### config.mk
export PLATFORM = sky130hd
export DESIGN_NAME = sort_readout
export DESIGN_NICKNAME = d
export VERILOG_FILES = /design/src/rtl/sort_pkg.sv /design/src/rtl/sort_skid_fifo.sv /design/src/rtl/sort_readout.sv
export SDC_FILE = /design/constraint.sdc
export NUM_CORES = 1
export LEC_CHECK = 0
export ABC_AREA = 1
export CORE_MARGIN = 2
export CORE_UTILIZATION = 49
export DETAILED_ROUTE_END_ITERATION = 16
export PLACE_DENSITY = 0.78
export SLEW_MARGIN = 25
export SYNTH_ARGS = -nofsm -noshare
export SYNTH_HDL_FRONTEND = slang
export SYNTH_SLANG_ARGS = --single-unit
export TNS_END_PERCENT = 5
### constraint.sdc
create_clock -name clk -period 1.7 [get_ports clk]
set_clock_uncertainty 0.05 [all_clocks]
set_input_delay 0.51 -clock clk [delete_from_list [all_inputs] [get_ports clk]]
set_output_delay 0.51 -clock clk [all_outputs]
set_load 0.01 [all_outputs]
### src/rtl/sort_pkg.sv
// -----------------------------------------------------------------------------
// sort_pkg
// Shared definitions for the sorter: default word width and memory depth used
// by the datapath, the control unit and the readout block, plus the state
// encoding of the readout FSM.
// -----------------------------------------------------------------------------
package sort_pkg;

    localparam int SORT_DATA_W = 8;
    localparam int SORT_DEPTH  = 8;

    typedef enum logic [1:0] {
        IDLE     = 2'd0,
        STREAM   = 2'd1,
        DRAIN    = 2'd2,
        WAIT_CLR = 2'd3
    } readout_state_t;

endpackage : sort_pkg

### src/rtl/sort_skid_fifo.sv
// -----------------------------------------------------------------------------
// sort_skid_fifo
// Two-entry register FIFO that absorbs the one-cycle read latency of the sort
// memory. The head entry is a plain register, so head_data_o / head_valid_o
// are registered outputs.
//
// Ports:
//   clk           rising-edge clock
//   rst_n         asynchronous active-low reset
//   flush_i       drop all entries (dominates push and pop)
//   push_i        write push_data_i into the tail
//   push_data_i   entry to write
//   pop_i         consume the head entry (ignored when empty)
//   count_o       number of valid entries (0..2)
//   head_data_o   head entry
//   head_valid_o  head entry is valid
// -----------------------------------------------------------------------------
module sort_skid_fifo #(
    parameter int WIDTH = 9
) (
    input  logic             clk,
    input  logic             rst_n,
    input  logic             flush_i,
    input  logic             push_i,
    input  logic [WIDTH-1:0] push_data_i,
    input  logic             pop_i,
    output logic [1:0]       count_o,
    output logic [WIDTH-1:0] head_data_o,
    output logic             head_valid_o
);

    logic [WIDTH-1:0] head_q, head_d;
    logic [WIDTH-1:0] tail_q, tail_d;
    logic [1:0]       count_q, count_d;
    logic             pop_eff;

    assign pop_eff = pop_i && (count_q != 2'd0);

    always_comb begin
        // NOTE: every signal written here gets a default first, so no latch is inferred.
        head_d  = head_q;
        tail_d  = tail_q;
        count_d = count_q;
        if (flush_i) begin
            count_d = 2'd0;
        end else begin
            unique case ({push_i, pop_eff})
                2'b10: begin
                    if (count_q == 2'd0) begin
                        head_d = push_data_i;
                    end else begin
                        tail_d = push_data_i;
                    end
                    // Saturate; a push into a full buffer is flagged below.
                    count_d = (count_q == 2'd2) ? 2'd2 : count_q + 2'd1;
                end
                2'b01: begin
                    head_d  = tail_q;
                    count_d = count_q - 2'd1;
                end
                2'b11: begin
                    // Simultaneous write and pop: occupancy is unchanged.
                    if (count_q == 2'd1) begin
                        head_d = push_data_i;
                    end else begin
                        head_d = tail_q;
                        tail_d = push_data_i;
                    end
                end
                default: ;
            endcase
        end
    end

    always_ff @(posedge clk or negedge rst_n) begin
        if (!rst_n) begin
            // NOTE: the data registers are reset as well; the head drives the block's outputs, which must read 0 out of reset.
            head_q  <= '0;
            tail_q  <= '0;
            count_q <= 2'd0;
        end else begin
            // NOTE: non-blocking assignments so every register updates from pre-edge values.
            head_q  <= head_d;
            tail_q  <= tail_d;
            count_q <= count_d;
        end
    end

    assign count_o      = count_q;
    assign head_data_o  = head_q;
    assign head_valid_o = (count_q != 2'd0);

    // The readout only issues a read when there is room for it, so a write
    // into a full buffer means the issue logic is broken.
    a_no_overflow : assert property (@(posedge clk) disable iff (!rst_n)
        !(push_i && !pop_eff && !flush_i && (count_q == 2'd2)));

endmodule : sort_skid_fifo

### src/rtl/sort_readout.sv
// -----------------------------------------------------------------------------
// sort_readout
// Streams the sort memory out over a valid/ready interface once the sort
// control unit reports completion, one word per cycle while out_ready is high.
// Exactly one pass is produced per assertion of done.
//
// Ports:
//   clk        rising-edge clock
//   rst        asynchronous active-low reset
//   done       sort-complete level from the control unit
//   rd_en      memory read enable
//   rd_addr    memory read address
//   rd_data    memory read data, valid the cycle after rd_en
//   out_data   streamed word (registered)
//   out_valid  out_data is valid
//   out_ready  consumer accepts the word this cycle
//   out_last   final word of a pass
//   busy       readout pass in progress (STREAM or DRAIN)
// -----------------------------------------------------------------------------
module sort_readout
    import sort_pkg::*;
#(
    parameter int DATA_W  = SORT_DATA_W,
    parameter int DEPTH   = SORT_DEPTH,
    parameter int ADDR_W  = $clog2(DEPTH),
    parameter bit DESCEND = 1'b0
) (
    input  logic              clk,
    input  logic              rst,
    input  logic              done,
    output logic              rd_en,
    output logic [ADDR_W-1:0] rd_addr,
    input  logic [DATA_W-1:0] rd_data,
    output logic [DATA_W-1:0] out_data,
    output logic              out_valid,
    input  logic              out_ready,
    output logic              out_last,
    output logic              busy
);

    // The pass length is tracked by its own count so non-power-of-2 depths
    // do not depend on address wrap.
    localparam int                ISS_W      = $clog2(DEPTH + 1);
    localparam logic [ADDR_W-1:0] START_ADDR = DESCEND ? ADDR_W'(DEPTH - 1) : '0;
    localparam logic [ISS_W-1:0]  LAST_ISSUE = ISS_W'(DEPTH - 1);

    readout_state_t    state_q, state_d;
    logic [ADDR_W-1:0] cnt_q, cnt_d;
    logic [ISS_W-1:0]  issued_q, issued_d;
    logic              inflight_q, inflight_d;
    logic              inflight_last_q, inflight_last_d;

    logic              issue;
    logic              flush;
    logic              pop;
    logic [1:0]        fifo_count;
    logic [DATA_W:0]   head_data;
    logic              head_valid;
    logic [2:0]        held;
    logic              room;

    assign pop = head_valid && out_ready;

    // Words already committed to the buffer: stored entries plus the read
    // whose data arrives this cycle. A pop this cycle frees one slot.
    assign held = {1'b0, fifo_count} + {2'b00, inflight_q};
    assign room = held < (3'd2 + {2'b00, pop});

    always_comb begin
        state_d  = state_q;
        cnt_d    = cnt_q;
        issued_d = issued_q;
        issue    = 1'b0;
        flush    = 1'b0;

        unique case (state_q)
            IDLE: begin
                if (done) begin
                    state_d  = STREAM;
                    cnt_d    = START_ADDR;
                    issued_d = '0;
                end
            end
            STREAM: begin
                if (!done) begin
                    state_d  = IDLE;
                    cnt_d    = '0;
                    issued_d = '0;
                    flush    = 1'b1;
                end else if (room) begin
                    issue    = 1'b1;
                    cnt_d    = DESCEND ? cnt_q - ADDR_W'(1) : cnt_q + ADDR_W'(1);
                    issued_d = issued_q + ISS_W'(1);
                    if (issued_q == LAST_ISSUE) begin
                        state_d = DRAIN;
                    end
                end
            end
            DRAIN: begin
                if (!done) begin
                    state_d  = IDLE;
                    cnt_d    = '0;
                    issued_d = '0;
                    flush    = 1'b1;
                end else if (!inflight_q &&
                             ((fifo_count == 2'd0) || ((fifo_count == 2'd1) && pop))) begin
                    // The buffer is empty after this edge and nothing is coming.
                    state_d = WAIT_CLR;
                end
            end
            WAIT_CLR: begin
                if (!done) begin
                    state_d = IDLE;
                end
            end
            default: state_d = IDLE;
        endcase

        // An aborted pass never issues, so the pending read is discarded here.
        inflight_d      = issue;
        inflight_last_d = issue && (issued_q == LAST_ISSUE);
    end

    always_ff @(posedge clk or negedge rst) begin
        if (!rst) begin
            state_q         <= IDLE;
            cnt_q           <= '0;
            issued_q        <= '0;
            inflight_q      <= 1'b0;
            inflight_last_q <= 1'b0;
        end else begin
            state_q         <= state_d;
            cnt_q           <= cnt_d;
            issued_q        <= issued_d;
            inflight_q      <= inflight_d;
            inflight_last_q <= inflight_last_d;
        end
    end

    sort_skid_fifo #(
        .WIDTH (DATA_W + 1)
    ) u_skid (
        .clk          (clk),
        .rst_n        (rst),
        .flush_i      (flush),
        .push_i       (inflight_q),
        .push_data_i  ({inflight_last_q, rd_data}),
        .pop_i        (pop),
        .count_o      (fifo_count),
        .head_data_o  (head_data),
        .head_valid_o (head_valid)
    );

    assign rd_en     = issue;
    assign rd_addr   = issue ? cnt_q : '0;
    assign out_data  = head_data[DATA_W-1:0];
    assign out_valid = head_valid;
    assign out_last  = head_valid && head_data[DATA_W];
    assign busy      = (state_q == STREAM) || (state_q == DRAIN);

endmodule : sort_readout

; ---- Word-level counts from Yosys, hierarchy flattened
; Cells that the tools add are included.
; Widths: inputs -> output; s select.
[op_classes]
n_mux = 33
eq_ne = 18
bitwise = 1
n_lt_le_gt_ge = 1
n_addsub = 6
n_reduce_logical = 21
[op_table]
columns = op, count
row1 = $mux 9, 4
row2 = $pmux 9 s3, 1
row3 = $mux 2, 9
row4 = $pmux 9 s2, 1
row5 = $mux 4, 4
row6 = $mux 3, 5
row7 = $ne 2x2->1 const B, 6
row8 = $pmux 4 s3, 1
row9 = $eq 2x2->1 const B, 5
row10 = $ne 3x3->1 const B, 3
row11 = $pmux 3 s3, 1
row12 = $reduce_bool 3->1, 3
row13 = $pmux 2 s4, 1
row14 = $reduce_and 4->1, 2
row15 = $eq 2x1->1 const B, 3
row16 = $logic_and 1x1->1, 6
row17 = $mux 1, 5
row18 = $reduce_and 5->1, 1
row19 = $add 4x1->4 const B, 1
row20 = $eq 4x3->1 const B, 1
row21 = $logic_not 2->1, 2
row22 = $pmux 2 s2, 1
row23 = $reduce_bool 2->1, 2
row24 = $add 2x1->3, 1
row25 = other kinds (10), 11
[totals]
in_bits = 12
output_inout_bits = 15
ff_bits = 31
elab_cells = 88

; ---- Longest topological paths before layout
[depth]
ltp_word = 8
ltp_mapped = 11
depth_no_buf = 10

; ---- Hierarchy
; Synthesis repeated with hierarchy kept, for this count alone.
[hier_totals]
cells_unflattened = 251
hier_area_um2 = 1919.3
[modules_own_cells]
columns = module, area_per_inst_um2, cells_per_inst, instances, seq_area_each_um2
row1 = sort_skid_fifo, 1096.1, 141, 1, 500.5
row2 = sort_readout, 823.3, 110, 1, 275.3

; ---- Least setup slack after synthesis
; OpenSTA, ideal clock, no wires.
[synth_timing]
path_type = register to output
startpoint = reg inflight_q
endpoint = out rd_addr[0]
stages_incl_launch_ff = 8
arrival_ns = 1.571
path_slack_ns = -0.431
path_buffers = 0
required_ns = 1.140
path_cell_list = dfrtp_1 -> ha_1 -> ha_1 -> nand2_1 -> nand2_2 -> nor2_1 -> inv_1 -> nor2_1
[synth_between]
elab_chain_len = 6
[synth_lines]
columns = element, line
row1 = from (decl), sort_readout.sv:50  ; logic inflight_q, inflight_d;
row2 = from (signal assigned), sort_readout.sv:135  ; inflight_q <= inflight_d;
row3 = $add 2x1->3, sort_readout.sv:66  ; assign held = {1'b0, fifo_count} + {2'b00, inflight_q};
row4 = $lt 3x3->1, sort_readout.sv:67  ; assign room = held < (3'd2 + {2'b00, pop});
row5 = $mux 1, sort_readout.sv:90  ; end else if (room) begin
row6 = $mux 1, sort_readout.sv:85  ; if (!done) begin
row7 = $mux 1, sort_readout.sv:76  ; unique case (state_q)
row8 = named net rd_en, sort_readout.sv:31  ; output logic rd_en,
row9 = $mux 3, sort_readout.sv:155  ; assign rd_addr = issue ? cnt_q : '0;
row10 = to (decl), sort_readout.sv:32  ; output logic [ADDR_W-1:0] rd_addr,
; The timed path passes the listed nets, and every way through them passes these cells.

; ---- Worst setup path after layout
[layout_timing]
startpoint = reg u_skid.count_q[0] (netlist: u_skid.count_o[0])
endpoint = out rd_addr[1]
[layout_between]
elab_chain_len = 8
elab_cells_between_ends = 9
cone_classes = add/sub (2) / order compare (1) / mux (4) / reduce/logical (2)
[layout_lines]
columns = element, line
row1 = from (decl), sort_skid_fifo.sv:34  ; logic [1:0] count_q, count_d;
row2 = from (signal assigned), sort_skid_fifo.sv:85  ; count_q <= count_d;
row3 = $reduce_bool 2->1, sort_skid_fifo.sv:91  ; assign head_valid_o = (count_q != 2'd0);
row4 = $logic_and 1x1->1, sort_readout.sv:62  ; assign pop = head_valid && out_ready;
row5 = $add 2x1->3, sort_readout.sv:67
row6 = $lt 3x3->1 (*), sort_readout.sv:67
row7 = $mux 1 (*), sort_readout.sv:90
row8 = $mux 1 (*), sort_readout.sv:85
row9 = $mux 1 (*), sort_readout.sv:76
row10 = $mux 3 (*), sort_readout.sv:155
; Mark *: on every way between the ends. The rest lies on a longest branch, timed or not.

==> results_dict.tcl <==
set metrics [dict create \
    seq_area_frac_synth_pct 41.9 \
    hold_path.class "register to register" \
    busiest_layer "met2" \
    multi_input_area_um2 987 \
    yosys-top-cells-area "dfrtp_1 42%, ha_1 8.1%, nand2_1 7.1%, a21oi_1 5.4%, mux2_4 4.9%" \
    crit_type "register to output pin" \
    hpwl_mm 2.75 \
    ctsHtreeMaxLevel 2 \
    avgSynthCellArea_um2 9.11 \
    maxCapViolations 0 \
    cts.sinks 31 \
    grt_usage_pct 20.8 \
    worstMarginPinSlew_ps 240 \
    design.die.area_mm2 0.00428 \
    power_w 0.00432 \
    grt_pass1_wl_mm 6.89 \
    cp.required_ps 1140 \
    diodes 0 \
    layout-drive-gt1-share_pct 38.1 \
    rrSetupSlack_ps 0 \
    synth_top_area_share_pct 41.9 \
    yosys.area.top_type "dfrtp_1" \
    cts_root_buffer "clkbuf_8" \
    seq_area_um2 777 \
    final_area_mm2 0.00254 \
    synthDistinctLibCells 25 \
    synth_warnings 0 \
    finalSetupViolations 7 \
    die_y_um 65.4 \
    min_to "u_skid.head_data_o[3]" \
    worst-r2r-cell-count 9 \
    wl_mm 3.94 \
    remaining_drc_errors 0 \
    max_slew_margin_pct 83.9 \
    status "finished with violations" \
    area_delta_synth_final_pct 37.6 \
    worstHoldStart "u_skid.head_data_o[3]" \
    finalCriticalPeriod_ps 2170 \
    synth.cell_area_mm2 0.00185 \
    slew_viol_final 0 \
    antenna_found_initial 0 \
    grtUsageMet3_pct 3.25 \
    period_share_pct 127 \
    grt-ovfl-total 0 \
    finalWeightedCongestion 0.781 \
    layout.nets 275 \
    grtUsageMet1_pct 24.5 \
    r2r-end "issued_q[1]" \
    violations "setup timing" \
    end_kind "output pin" \
    rsz0062_at_grt "true" \
    layout.cells.non_filler 300 \
    worst_ir_drop_vdd_mv 0.933 \
    cts_buffers 5 \
    io_buffers 26 \
    core_mm2 0.00363 \
    hold-path-cell-count 2 \
    ios 27 \
    max_freq_mhz 462 \
    met2_usage_pct 38.3 \
    drtIter0Drc 105 \
    drt_pass1_iterations 4 \
    die_w_um 65.4 \
    synthCells 203 \
    path_max_fanout 4 \
    cellLeakagePower_nw 1.22 \
    start_util_pct 50.9 \
    final_hold_viol_count 0 \
    detail_route.wl_per_cell_um 13.1 \
    setup_slack_ps -467 \
    syn-num-nets 227 \
    cts_tree "yes" \
    fill_cells 285 \
    rows 22 \
    ant_nets 0 \
    powerDensity_mw_per_mm2 1700 \
    post-place-ws_ps -925 \
    grt_max_degree 32 \
    reg2reg_from "u_skid.count_o[0]" \
    insertion_delay_ps 280 \
    startpoint_type "register" \
    grt_pass1_vias 1558 \
    dp_cells 291 \
    path_clk_slew_ps 70 \
    via_per_inst 5.04 \
    vias 1512 \
    synth-seq-cells 31 \
    ctsLongestPathBuffers 2 \
    postPlaceCellArea_mm2 0.00235 \
    cp.arrival_ps 1610 \
]
==> per-layer routing <==
layer	vias to the layer above	part of all wire (%)	routed length (um)
met2	41	50	1980
li1	753	-	-
met5	-	0	0
met1	707	44	1720
met4	0	1.6	63
met3	11	4.3	169
==> worst max-delay path by stage <==
stage          slack, ps              start    endpoint
2_1_floorplan       -180         inflight_q  rd_addr[0]
3_3_place_gp        -920          out_ready  rd_addr[0]
3_5_place_dp        -920          out_ready  rd_addr[0]
4_1_cts             -480  u_skid.count_o[0]  rd_addr[1]
5_1_grt             -540  u_skid.count_o[0]  rd_addr[0]
6_report            -470  u_skid.count_o[0]  rd_addr[1]
==> registers in the layout, summed over array words and instances (netlist names) <==
| register | count |
|---|---|
| state_q | 2 |
| cnt_q | 3 |
| issued_q | 4 |
| inflight_q | 1 |
| u_skid.head_data_o | 9 |
| u_skid.tail_q | 9 |
| u_skid.count_o | 2 |
| inflight_last_q | 1 |
==> kinds of logic after synthesis <==
kind of cell / count (synthesis) / synth area share [%]
adders and majority gates: 12 / 8.12
AOI/OAI and AO/OA: 42 / 13.3
DFF: 31 / 41.9
muxes: 7 / 5.48
buffers and inverters: 38 / 11.2
and+or+nand+nor: 73 / 20.0
==> cell usage in the layout (no fill, tap or decap), types with 6 or more instances in the layout <==
cell             synthesis  final
mux2_4                   6      6
buf_4                    8     20
a21oi_1                 20     15
buf_6                    4     12
inv_1                   21     17
clkdlybuf4s50_1          0      9
o21ai_1                  6      7
nand2_1                 35     33
ha_1                    12      8
a21oi_2                  1      6
nand3_1                 10     10
clkbuf_8                 0      6
o21ai_2                  7      7
dfrtp_1                 31     30
nor2_1                  11      6
dlygate4sd2_1            0      9
==> stage by stage <==
stage               hold slack, ps  TNS, ps  util, %
floorplan                      164     -485        -
global placement               416   -11850     64.6
detailed placement             431   -12880     64.6
CTS                            442    -2340     69.5
global route                   469    -3740     70.0
finish                         437    -2100     70.0
==> layout make-up <==
cell class | instances | area share, %
Inverter | 26 | 4.33
Clock buffer | 6 | 3.25
Sequential cell | 31 | 30.5
Tap cell | 48 | 2.36
Timing Repair Buffer | 53 | 19.3
Clock inverter | 2 | 1.38
Multi-Input combinational cell | 134 | 38.8
==> critical path: stages, from the launching register on <==
cell	delay [ps]
dfrtp_1	430
ha_4	180
ha_4	210
nand2_4	70
nand2_4	50
nor2_4	120
inv_4	70
nor2_4	80
buf_6	100
==> synthesized netlist by cell type (all sizes together) <==
master,count
a21oi,21
buf,12
dfrtp,31
ha,12
inv,26
mux2,7
nand2,42
nand3,12
nand4,5
nor2,11
o211ai,2
o21ai,19
or2,3
==> repair_timing <==
action | 4_1_cts | 5_1_grt
hold buffers | 0 | 0
gates resized for setup | 55 | 10
pin swaps | 7 | 1
endpoints found under the setup margin | 40 | 34
setup buffers | 1 | 0
==> power breakdown <==
part / internal, W / leakage [nW] / switching, W
Combinational: 0.00114 / 0.766 / 0.00123
Sequential: 0.00102 / 0.390 / 0.000172
Clock: 0.000474 / 0.0612 / 0.000286
Total: 0.00263 / 1.22 / 0.00169
Power figures use the tool's default switching activity.
